## src/rtl/tick_pkg.sv

```systemverilog
// tick_pkg: shared constants, mode encoding and parameter helpers for the tick generator
package tick_pkg;
  localparam logic MODE_PERIODIC = 1'b0;
  localparam logic MODE_ONESHOT = 1'b1;
  localparam int CLK_FREQ_DEF = 100_000_000;
  localparam int TICK_FREQ_DEF = 1000;
  localparam int DEF_PERIOD = CLK_FREQ_DEF / TICK_FREQ_DEF - 1;
  function automatic int ch_w(input int n);
    return (n > 1) ? $clog2(n) : 1;
  endfunction
  function automatic longint def_period(input longint clk_hz, input longint tick_hz);
    return clk_hz / tick_hz - 1;
  endfunction
endpackage

```

## src/rtl/tick_channel.sv

```systemverilog
// tick_channel: one programmable tick counter with periodic/one-shot mode and busy flag
module tick_channel
  import tick_pkg::*;
#(
  parameter int CNT_W = 27,
  parameter logic [CNT_W-1:0] RST_PERIOD = CNT_W'(DEF_PERIOD)
) (
  input  logic             clk100Mhz,
  input  logic             rstn,
  input  logic             wr_i,
  input  logic [CNT_W-1:0] period_i,
  input  logic             oneshot_i,
  input  logic             en_i,
  input  logic             sync_clr_i,
  output logic             tick_o,
  output logic             busy_o
);
  logic [CNT_W-1:0] period_q, period_d, cnt_q, cnt_d;
  logic mode_q, mode_d, done_q, done_d, tick_q, tick_d, busy_q, busy_d;
  // next state: sync_clr beats a config write, which beats disable, which beats counting
  always_comb begin
    period_d = period_q;
    mode_d = mode_q;
    cnt_d = cnt_q;
    done_d = done_q;
    tick_d = 1'b0;
    if (sync_clr_i || !en_i) begin
      cnt_d = '0;
      done_d = 1'b0;
    end else if (wr_i) begin
      period_d = period_i;
      mode_d = oneshot_i;
      cnt_d = '0;
      done_d = 1'b0;
    end else if (!done_q) begin
      tick_d = cnt_q == period_q;
      cnt_d = tick_d ? '0 : cnt_q + 1'b1;
      done_d = tick_d && mode_q == MODE_ONESHOT;
    end
    if (wr_i && !sync_clr_i) begin
      period_d = period_i;
      mode_d = oneshot_i;
      cnt_d = '0;
      done_d = 1'b0;
    end
    busy_d = en_i & ~done_d;
  end
  // channel state and registered outputs, async reset to the default rate
  always_ff @(posedge clk100Mhz or negedge rstn) begin
    if (!rstn) begin
      period_q <= RST_PERIOD;
      mode_q <= MODE_PERIODIC;
      cnt_q <= '0;
      done_q <= 1'b0;
      tick_q <= 1'b0;
      busy_q <= 1'b0;
    end else begin
      period_q <= period_d;
      mode_q <= mode_d;
      cnt_q <= cnt_d;
      done_q <= done_d;
      tick_q <= tick_d;
      busy_q <= busy_d;
    end
  end
  assign tick_o = tick_q;
  assign busy_o = busy_q;
endmodule

```

## src/rtl/tick_gen_multi.sv

```systemverilog
// tick_gen_multi: NUM_CH runtime-programmable tick channels with shared config port and sync clear
module tick_gen_multi
  import tick_pkg::*;
#(
  parameter int CLK_FREQ = CLK_FREQ_DEF,
  parameter int DEF_TICK_FREQ = TICK_FREQ_DEF,
  parameter int NUM_CH = 4,
  parameter int CNT_W = 27,
  localparam int CH_W = ch_w(NUM_CH)
) (
  input  logic              clk100Mhz,
  input  logic              rstn,
  input  logic              cfg_we,
  input  logic [CH_W-1:0]   cfg_ch,
  input  logic [CNT_W-1:0]  cfg_period,
  input  logic              cfg_oneshot,
  input  logic [NUM_CH-1:0] ch_en,
  input  logic              sync_clr,
  output logic [NUM_CH-1:0] tick,
  output logic [NUM_CH-1:0] busy,
  output logic              cfg_err
);
  localparam longint RST_P = def_period(CLK_FREQ, DEF_TICK_FREQ);
  if (NUM_CH < 1) begin : g_bad_ch
    $error("NUM_CH must be at least 1");
  end
  if ((RST_P >> CNT_W) != 0) begin : g_bad_w
    $error("CNT_W too narrow for the default period");
  end
  logic cfg_err_q, cfg_err_d;
  assign cfg_err_d = cfg_we & (sync_clr | (int'(cfg_ch) >= NUM_CH));
  // a write is rejected when it collides with sync_clr or targets a missing channel
  always_ff @(posedge clk100Mhz or negedge rstn) begin
    if (!rstn) cfg_err_q <= 1'b0;
    else cfg_err_q <= cfg_err_d;
  end
  assign cfg_err = cfg_err_q;
  for (genvar i = 0; i < NUM_CH; i++) begin : g_ch
    tick_channel #(
      .CNT_W(CNT_W),
      .RST_PERIOD(CNT_W'(RST_P))
    ) u_ch (
      .clk100Mhz(clk100Mhz),
      .rstn(rstn),
      .wr_i(cfg_we && cfg_ch == CH_W'(i)),
      .period_i(cfg_period),
      .oneshot_i(cfg_oneshot),
      .en_i(ch_en[i]),
      .sync_clr_i(sync_clr),
      .tick_o(tick[i]),
      .busy_o(busy[i])
    );
  end
endmodule
```

## config.mk

```make
export PLATFORM = sky130hd
export DESIGN_NAME = tick_gen_multi
export DESIGN_NICKNAME = d
export VERILOG_FILES = /design/src/rtl/tick_pkg.sv /design/src/rtl/tick_channel.sv /design/src/rtl/tick_gen_multi.sv
export SDC_FILE = /design/constraint.sdc
export NUM_CORES = 1
export LEC_CHECK = 0
export BUFFER_PORTS_ARGS = -buffer_cell sky130_fd_sc_hd__buf_2
export CAP_MARGIN = 20
export CELL_PAD_IN_SITES_DETAIL_PLACEMENT = 1
export CELL_PAD_IN_SITES_GLOBAL_PLACEMENT = 1
export CORE_ASPECT_RATIO = 1.5
export CORE_MARGIN = 10
export CORE_UTILIZATION = 54
export CTS_BUF_LIST = sky130_fd_sc_hd__clkbuf_2
export DETAILED_ROUTE_END_ITERATION = 10
export GPL_TIMING_DRIVEN = 0
export PLACE_DENSITY = 0.93
export SYNTH_ARGS = -nofsm -noshare
export SYNTH_HDL_FRONTEND = slang
export SYNTH_HIERARCHICAL = 1
export SYNTH_SLANG_ARGS = --single-unit
```

## constraint.sdc

```tcl
create_clock -name clk100Mhz -period 4.72 [get_ports clk100Mhz]
set_input_delay 0.944 -clock clk100Mhz [delete_from_list [all_inputs] [get_ports clk100Mhz]]
set_output_delay 0.944 -clock clk100Mhz [all_outputs]
set_load 0.05 [all_outputs]
```

==> results of run 1 <==
routing by layer:
metal	vias up	GRT usage, %	share of wire (%)
met2	447	49.7	51
li1	5142	-	-
met3	167	5.15	5.8
met1	5846	33.3	39
met5	-	0	0
met4	0	15.2	4.8
kinds of logic (layout without fill, tap and decap cells):
group	count (synthesis)	in the layout	share of synthesized area [%]
AND/OR/NAND/NOR	765	765	29.0
other	0	1	0
AO/OA/AOI/OAI	200	200	10.8
adder cells (fa/ha/maj)	4	4	0.402
multiplexers	4	4	0.321
XOR/XNOR	108	108	7.59
flip-flops	233	233	47.2
buffers and inverters	112	268	4.62
layout make-up:
| class | instances | area, sq um | area share (%) |
|---|---|---|---|
| Multi-Input combinational cell | 1081 | 6000 | 43.9 |
| Sequential cell | 233 | 5880 | 43.0 |
| Buffer | 96 | 515 | 3.77 |
| Clock buffer | 97 | 485 | 3.55 |
| Tap cell | 280 | 350 | 2.56 |
| Timing Repair Buffer | 49 | 305 | 2.23 |
| Clock inverter | 10 | 65.1 | 0.476 |
| Inverter | 16 | 60.1 | 0.439 |
| Antenna cell | 1 | 2.50 | 0.0183 |
per-stage QoR:
step | TNS (ns) | hold WS [ns] | instance area (sq um)
6_report | 0 | 0.276 | 13700
4_1_cts | 0 | 0.218 | 13700
3_3_place_gp | -286.26 | 0.455 | 13000
5_1_grt | 0 | 0.227 | 13700
2_1_floorplan | 0 | 0.446 | 12500
3_5_place_dp | 0 | 0.460 | 13100
state kept, by name, indices dropped and copies added, names as in the netlist:
signal / count
g_ch.u_ch/mode_q: 4
g_ch.u_ch/cnt_q: 108
g_ch.u_ch/busy_o: 4
cfg_err: 1
g_ch.u_ch/done_q: 4
g_ch.u_ch/period_q: 108
g_ch.u_ch/tick_o: 4
final timing paths:
check	slack, ns	endpoint	cells past startpoint
min	0.28	g_ch[2].u_ch/busy_o	2
max reg2reg	1.77	g_ch[3].u_ch/cnt_q[24]	8
max in group asynchronous	3.42	g_ch[1].u_ch/period_q[3]	3
min in group asynchronous	0.44	g_ch[0].u_ch/cnt_q[5]	2
min reg2reg	0.47	g_ch[0].u_ch/period_q[4]	2
max	1.77	g_ch[3].u_ch/cnt_q[24]	8
critical path: stages, from the launching register on:
cell,delay (ns)
dfrtp_1,0.34
clkbuf_1,0.35
xnor2_1,0.18
nand4_1,0.12
nor3_1,0.78
a21oi_1,0.38
clkbuf_1,0.36
nand3_1,0.18
o311ai_0,0.13
repair_timing:
action	in CTS	in global routing
endpoints found under the hold margin	23	0
setup buffers	0	0
hold buffers	1	0
synth_stat cells, types with 5 or more instances:
| master | n | area, sq um |
|---|---|---|
| dfrtp_1 | 193 | 4830 |
| or3_1 | 8 | 50.1 |
| buf_6 | 8 | 90.1 |
| nor2b_1 | 12 | 75.1 |
| nor4_4 | 8 | 170 |
| a211oi_1 | 8 | 60.1 |
| o311ai_0 | 8 | 70.1 |
| and3_1 | 12 | 75.1 |
| nand3_1 | 48 | 240 |
| nand2_1 | 460 | 1730 |
| buf_4 | 20 | 150 |
| a22o_1 | 20 | 175 |
| nand4_1 | 60 | 375 |
| xnor2_1 | 108 | 946 |
| a22oi_1 | 8 | 60.1 |
| inv_1 | 16 | 60.1 |
| nor3_1 | 40 | 200 |
| a21oi_1 | 28 | 140 |
| nor2_1 | 60 | 225 |
| a31o_2 | 16 | 140 |
| and4_1 | 8 | 70.1 |
| o21ai_0 | 44 | 220 |
| clkbuf_1 | 52 | 195 |
| buf_2 | 16 | 80.1 |
| and2_1 | 5 | 31.3 |
| nand2b_1 | 8 | 50.1 |
| dfstp_2 | 40 | 1050 |
| a31oi_1 | 44 | 275 |
power groups by stage:
stage	sequential [mW]	combinational (mW)	clock (mW)
final	2.40	0.658	1.47
after global routing	2.41	0.722	1.61
after CTS	2.39	0.655	1.49
after detailed placement	2.43	0.634	0
after global placement	2.42	0.584	0
after floorplan	2.38	0.417	0
cells in the final DEF, fill, tap and decap left out, types with 12 or more instances in the layout:
cell type and count:
nand2_1 460, dfrtp_1 193, xnor2_1 108, clkbuf_2 97, buf_2 61, nand4_1 60
nor2_1 60, clkbuf_1 52, nand3_1 48, a31oi_1 44, o21ai_0 44, nor3_1 40
dfstp_2 40, a21oi_1 28, buf_4 20, a22o_1 20, inv_1 16, a31o_2 16
nor2b_1 12, and3_1 12
==> flow_summary.json, run 1 <==
{
  "core_area_sq_um": 22900,
  "avgSynthCellArea_sq_um": 8.74,
  "max_freq_mhz": 339,
  "wl_per_cell_um": 22.7,
  "port_buffers": 46,
  "total_power_mw": 4.52,
  "power.switching_mw": 1.44,
  "arrival_ns": 3.73,
  "critPathLaunchType": "register",
  "firstDrtPassIters": 4,
  "grt_use_total_pct": 28.9,
  "pwr-share-clk_pct": 32.5,
  "pwr-share-comb_pct": 14.5,
  "startpoint": "g_ch[3].u_ch/cnt_q[19]",
  "leakagePower_nw": 6.13,
  "fin_crit_ns": 2.95,
  "max-slew-margin-rel_pct": 32.6,
  "slew_violations": 0,
  "die_x_um": 144,
  "drive_gt1_share_pct": 17.9,
  "drt_wl_total_um": 42300,
  "hold_violations": 0,
  "maxCapViolCount": 0,
  "syn_area_sq_um": 12500,
  "cts.sinks": 233,
  "status": "complete, no violations",
  "reg2reg_from": "g_ch[3].u_ch/cnt_q[19]",
  "vias_per_cell": 6.23,
  "dp_hpwl_um": 29000,
  "clkTransAtPathRegs_ns": 0.10,
  "die_y_um": 206,
  "worstSetupPathType": "reg -> reg",
  "timing.final.crit_share_pct": 62.6,
  "power_density_nw_per_um2": 331,
  "grt.overflow.total": 0,
  "cts_htree_levels": 2,
  "root_buffer": "clkbuf_2",
  "rsz0062_at_grt": "no",
  "ant_nets": 0,
  "swShare_pct": 31.9,
  "synth_edf_count": 0,
  "clk_latency_ns": 0.93,
  "peakVddDrop_uv": 171,
  "drt_iter0_drc": 923,
  "fin_skew_ns": 0.0340,
  "ys.flop_type": "dfrtp_1",
  "critical_path_required_ns": 5.49,
  "synthToLayoutAreaGrowth_pct": 9.70,
  "hp-start": "ch_en[2]",
  "grt_max_degree": 111,
  "grt_pass1_vias": 12800,
  "dpl.cell_count": 1754,
  "pre_cts_ws_ns": 1.39,
  "initial_utilization_pct": 54.4,
  "synthCells": 1426,
  "cts.path.max_buffers": 3,
  "syn-num-nets": 1468,
  "num-nets-final": 1577,
  "setup_slack_ns": 1.77,
  "synth_seq_cells": 233,
  "drcViolationCount": 0,
  "utilization_pct": 59.7,
  "post_cts_resized": 0,
  "final_cells": 1863,
  "antenna_found_initial": 1,
  "fillCellCount": 2790,
  "yosysWarnings": 6,
  "vias": 11600,
  "grt_pass1_wl_um": 67700,
  "rows": 68,
  "hold_class": "in -> reg",
  "routabilityCongestion": 0.883,
  "io_pins": 47,
  "synth.distinct_cells": 47,
  "setup_viol": 0,
  "power_frac_seq_pct": 53.0,
  "tritoncts": "built",
  "worst_pin_slew_ns": 1.00,
  "cts-buffers-inserted": 58,
  "intPower_mw": 3.08,
  "synth_sequential_area_ratio_pct": 47.2,
  "endpoint_kind": "register",
  "critPathMaxFanout": 10,
  "die-area_sq_um": 29700,
  "async_flop_share_pct": 100
}
Note: power is estimated with default switching activity, not from simulation.
==> inputs of run 2 (changes only) <==
--- a/config.mk
+++ b/config.mk
@@ -11,11 +11,11 @@
 export CELL_PAD_IN_SITES_GLOBAL_PLACEMENT = 1
 export CORE_ASPECT_RATIO = 1.5
 export CORE_MARGIN = 10
-export CORE_UTILIZATION = 54
+export CORE_UTILIZATION = 45
 export CTS_BUF_LIST = sky130_fd_sc_hd__clkbuf_2
 export DETAILED_ROUTE_END_ITERATION = 10
 export GPL_TIMING_DRIVEN = 0
-export PLACE_DENSITY = 0.93
+export PLACE_DENSITY = 0.83
 export SYNTH_ARGS = -nofsm -noshare
 export SYNTH_HDL_FRONTEND = slang
 export SYNTH_HIERARCHICAL = 1
==> constraint.sdc (replaced) <==
create_clock -name clk100Mhz -period 2.7 [get_ports clk100Mhz]
set_input_delay 0.54 -clock clk100Mhz [delete_from_list [all_inputs] [get_ports clk100Mhz]]
set_output_delay 0.54 -clock clk100Mhz [all_outputs]
set_load 0.05 [all_outputs]
==> flow_summary.json, run 2 (synthesis results as in run 1) <==
{
  "max_freq_mhz": 387,
  "power_frac_seq_pct": 53.4,
  "swShare_pct": 31.8,
  "port_buffers": 46,
  "pwr-share-comb_pct": 14.7,
  "die_x_um": 156,
  "slew_violations": 0,
  "utilization_pct": 51.7,
  "maxCapViolCount": 0,
  "root_buffer": "clkbuf_2",
  "cts_htree_levels": 2,
  "max-slew-margin-rel_pct": 58.8,
  "wl_per_cell_um": 20.7,
  "core_area_sq_um": 27300,
  "dpl.cell_count": 1816,
  "place_area_sq_um": 13200,
  "hold_class": "in -> reg",
  "drt_iter0_drc": 682,
  "pre_cts_ws_ns": -0.192,
  "fin_area_sq_um": 14100,
  "grt_pass1_wl_um": 65600,
  "grt.overflow.total": 0,
  "power.switching_mw": 2.49,
  "hold_violations": 0,
  "cts.sinks": 233,
  "worstSetupPathType": "in -> reg",
  "grt_pass1_vias": 12300,
  "rows": 74,
  "final_common_cell": "nand2_1",
  "io_pins": 47,
  "grt_use_total_pct": 23.3,
  "antenna_found_initial": 1,
  "tns_ns": 0,
  "final_cells": 1964,
  "critPathMaxFanout": 10,
  "worst_pin_slew_ns": 0.613,
  "drt_wl_total_um": 40700,
  "intPower_mw": 5.35,
  "timing.final.crit_share_pct": 95.8,
  "clk_latency_ns": 0.92,
  "largestRegisters": "g_ch.u_ch/cnt_q: 108 flops, g_ch.u_ch/period_q: 108 flops",
  "cts.path.max_buffers": 3,
  "firstDrtPassIters": 5,
  "leakagePower_nw": 6.27,
  "fillCellCount": 3255,
  "power_density_nw_per_um2": 555,
  "status": "complete, no violations",
  "fin_skew_ns": 0.0878,
  "endpoint_kind": "register",
  "tritoncts": "built",
  "setup_viol": 0,
  "clkTransAtPathRegs_ns": 0.11,
  "drive_gt1_share_pct": 17.8,
  "peakVddDrop_uv": 305,
  "fin_crit_ns": 2.59,
  "ant_nets": 0,
  "drcViolationCount": 0,
  "setup_slack_ns": 0.113,
  "initial_utilization_pct": 45.6,
  "critical_path_required_ns": 3.53,
  "die_y_um": 224,
  "num-nets-final": 1613,
  "pwr-share-clk_pct": 31.9,
  "vias": 11200,
  "cts-buffers-inserted": 59,
  "critPathLaunchType": "input pin",
  "synthToLayoutAreaGrowth_pct": 13.3,
  "arrival_ns": 3.42,
  "routabilityCongestion": 0.829,
  "hold_slack_ns": 0.223,
  "vias_per_cell": 5.71,
  "final_cell_mix": "nand2_1 (460), dfrtp_1 (193), xnor2_1 (108)",
  "total_power_mw": 7.84,
  "grt_max_degree": 117,
  "die-area_sq_um": 34900,
  "rsz0062_at_grt": "no",
  "dp_hpwl_um": 28800
}
run 2: worst max-delay path: stages:
cell and delay, ns:
dlygate4sd3_1 0.52, buf_2 0.16, and3b_1 0.26, nor3b_1 0.39
nand2b_1 0.12, buf_4 0.19, a21oi_1 0.37, clkbuf_1 0.52
nand3_1 0.16, mux2i_1 0.17
run 2: path summary, 6_finish.rpt:
path | slack, ns | startpoint | end | depth (start not counted)
worst min register to register | 0.47 | g_ch[0].u_ch/period_q[1] | g_ch[0].u_ch/period_q[1] | 2
worst max register to register | 0.19 | g_ch[0].u_ch/cnt_q[16] | g_ch[0].u_ch/cnt_q[9] | 9
max in group asynchronous | 1.11 | rstn | g_ch[0].u_ch/cnt_q[15] | 4
min in group asynchronous | 0.63 | rstn | g_ch[0].u_ch/cnt_q[20] | 3
worst min-delay path | 0.22 | sync_clr | cfg_err | 2
worst max-delay path | 0.11 | cfg_we | g_ch[1].u_ch/cnt_q[25] | 10
run 2: cell type report:
| type | count | area, sq um | area share, % |
|---|---|---|---|
| multi-input combinational | 1081 | 6040 | 42.7 |
| sequential | 233 | 5880 | 41.6 |
| timing repair buffer | 84 | 656 | 4.64 |
| buffer | 96 | 515 | 3.65 |
| clock buffer | 100 | 500 | 3.54 |
| tap | 342 | 428 | 3.03 |
| inverter | 16 | 60.1 | 0.425 |
| clock inverter | 11 | 42.5 | 0.301 |
| antenna | 1 | 2.50 | 0.0177 |
run 2: power groups by stage:
stage	combinational (mW)	sequential (mW)	clock, mW
after floorplan	0.729	4.16	0
after global placement	1.03	4.24	0
after detailed placement	1.10	4.25	0
after CTS	1.15	4.18	2.60
after global routing	1.29	4.22	2.77
final	1.16	4.18	2.50
run 2: timing repair:
action	CTS	global route
hold buffers	36	0
setup buffers	0	0
setup endpoints to repair	17	35
endpoints found under the hold margin	318	0
resized for setup	2	4
run 2: layer usage:
layer	track usage (%)	part of all wire, %
met1	27.1	41
met2	41.1	52
met3	4.05	4.0
met4	10.2	3.3
met5	0	0
==> inputs of run 3 (changes only) <==
--- a/config.mk
+++ b/config.mk
@@ -7,7 +7,7 @@
 export LEC_CHECK = 0
 export BUFFER_PORTS_ARGS = -buffer_cell sky130_fd_sc_hd__buf_2
 export CAP_MARGIN = 20
-export CELL_PAD_IN_SITES_DETAIL_PLACEMENT = 1
+export CELL_PAD_IN_SITES_DETAIL_PLACEMENT = 0
 export CELL_PAD_IN_SITES_GLOBAL_PLACEMENT = 1
 export CORE_ASPECT_RATIO = 1.5
 export CORE_MARGIN = 10
@@ -20,3 +20,4 @@
 export SYNTH_HDL_FRONTEND = slang
 export SYNTH_HIERARCHICAL = 1
 export SYNTH_SLANG_ARGS = --single-unit
+export TNS_END_PERCENT = 1
==> flow_summary.json, run 3 (synthesis results as in run 1) <==
{
  "status": "complete, no violations",
  "hold_violations": 0,
  "hp-start": "sync_clr",
  "slew_violations": 0,
  "critPathMaxFanout": 10,
  "initial_utilization_pct": 45.6,
  "maxCapViolCount": 0,
  "grt_pass1_wl_um": 60700,
  "die_y_um": 224,
  "fin_skew_ns": 0.0856,
  "critical_path_required_ns": 3.45,
  "rsz0062_at_grt": "no",
  "startpoint": "cfg_we",
  "critPathMaxStageDelay_ns": 0.57,
  "ant_nets": 0,
  "worstSetupPathType": "in -> reg",
  "critPathLaunchType": "input pin",
  "setup_viol": 0,
  "post-cts-setup-buffers": 0,
  "port_buffers": 46,
  "cts-buffers-inserted": 57,
  "arrival_ns": 3.27,
  "clk_latency_ns": 0.91,
  "firstDrtPassIters": 5,
  "total_power_mw": 7.70,
  "dp_hpwl_um": 26100,
  "io_pins": 47,
  "antenna_found_initial": 1,
  "rows": 74,
  "cts.path.max_buffers": 3,
  "crit_chain": "dlygate4sd3_1 -> buf_2 -> nor3b_2 -> nor3b_1 -> and2_1 -> clkbuf_1 -> clkbuf_1 -> o21ai_0 -> o21ai_0",
  "final_cell_mix": "nand2_1 (460), dfrtp_1 (193), xnor2_1 (108)",
  "largestRegisters": "g_ch.u_ch/cnt_q: 108 flops, g_ch.u_ch/period_q: 108 flops",
  "drcViolationCount": 0,
  "tritoncts": "built",
  "num-nets-final": 1611,
  "clkTransAtPathRegs_ns": 0.10,
  "drive_gt1_share_pct": 17.4,
  "max_freq_mhz": 397,
  "final_common_cell": "nand2_1",
  "drt_wl_total_um": 37700,
  "leakagePower_nw": 6.25,
  "vias_per_cell": 5.58,
  "grt_max_degree": 117,
  "cts_htree_levels": 2,
  "routabilityCongestion": 0.829,
  "core_area_sq_um": 27300,
  "timing.final.crit_share_pct": 93.4,
  "fin_crit_ns": 2.52,
  "grt_use_total_pct": 21.7,
  "root_buffer": "clkbuf_2",
  "power_density_nw_per_um2": 547,
  "drt_iter0_drc": 877,
  "cts.sinks": 233,
  "wl_per_cell_um": 19.2,
  "max-slew-margin-rel_pct": 56.7,
  "reg2reg_from": "g_ch[3].u_ch/cnt_q[16]",
  "grt.overflow.total": 0,
  "fillCellCount": 2607,
  "die-area_sq_um": 34900,
  "die_x_um": 156,
  "fin_area_sq_um": 14100,
  "place_area_sq_um": 13200,
  "endpoint_kind": "register",
  "synthToLayoutAreaGrowth_pct": 13.1,
  "peakVddDrop_uv": 287,
  "worst_pin_slew_ns": 0.650,
  "vias": 10900,
  "grt_pass1_vias": 11200,
  "hold_class": "in -> reg",
  "slowest_stage": "clkbuf_1"
}
[run 3: area by class of cell]
| type | count | area (sq um) | share of cell area (%) |
|---|---|---|---|
| timing repair buffer | 84 | 656 | 4.65 |
| tap | 342 | 428 | 3.04 |
| sequential | 233 | 5880 | 41.7 |
| clock buffer | 93 | 465 | 3.30 |
| inverter | 16 | 60.1 | 0.426 |
| multi-input combinational | 1081 | 6030 | 42.8 |
| clock inverter | 15 | 56.3 | 0.399 |
| antenna | 1 | 2.50 | 0.0178 |
| buffer | 96 | 515 | 3.66 |
[run 3: timing repair]
action / CTS / global route
resized for setup: 2 / 3
endpoints found under the setup margin: 17 / 30
hold buffers: 36 / 0
hold endpoints to repair: 318 / 0
pin swaps: 0 / 0
[run 3: critical path, delay by kind of cell]
kind	cells	cell delay, ns
AO/OA/AOI/OAI	2	0.30
buffers and inverters	4	1.70
AND/OR/NAND/NOR	3	0.74
[run 3: power by group]
part	internal [mW]	total, mW	switching (mW)
registers	3.90	4.17	0.269
clock network	0.903	2.41	1.51
logic	0.485	1.12	0.636
total	5.29	7.70	2.41
[run 3: path summary, 6_finish.rpt]
| kind | depth (start not counted) | end | slack, ns |
|---|---|---|---|
| worst min-delay path | 2 | cfg_err | 0.21 |
| min in group asynchronous | 3 | g_ch[2].u_ch/busy_o | 0.63 |
| worst min register to register | 2 | g_ch[0].u_ch/period_q[0] | 0.47 |
| worst max register to register | 7 | g_ch[3].u_ch/cnt_q[4] | 0.23 |
| max in group asynchronous | 4 | g_ch[2].u_ch/done_q | 0.85 |
| worst max-delay path | 9 | g_ch[0].u_ch/cnt_q[2] | 0.18 |
[run 3: per-stage QoR]
| stage | hold slack (ns) | TNS (ns) | utilization [%] | setup WS [ns] | cells |
|---|---|---|---|---|---|
| 3_5_place_dp | 0.448 | -2.85 | 48.3 | -0.151 | 1816 |
| 4_1_cts | 0.0815 | 0 | 51.5 | 0.0561 | 1960 |
| 2_1_floorplan | 0.244 | 0 | - | 0.565 | 1426 |
| 5_1_grt | 0.117 | 0 | 51.6 | 0.0273 | 1961 |
| 3_3_place_gp | 0.455 | -683.75 | 48.0 | -3.21 | 1814 |
| 6_report | 0.214 | 0 | 51.6 | 0.178 | 1961 |
[run 3: per-layer routing]
layer	track usage [%]	share of wire [%]	vias up
met5	0	0	-
met4	7.91	2.8	0
met3	3.18	4.6	77
met2	37.2	50	333
met1	27.0	42	5313
li1	-	-	5217
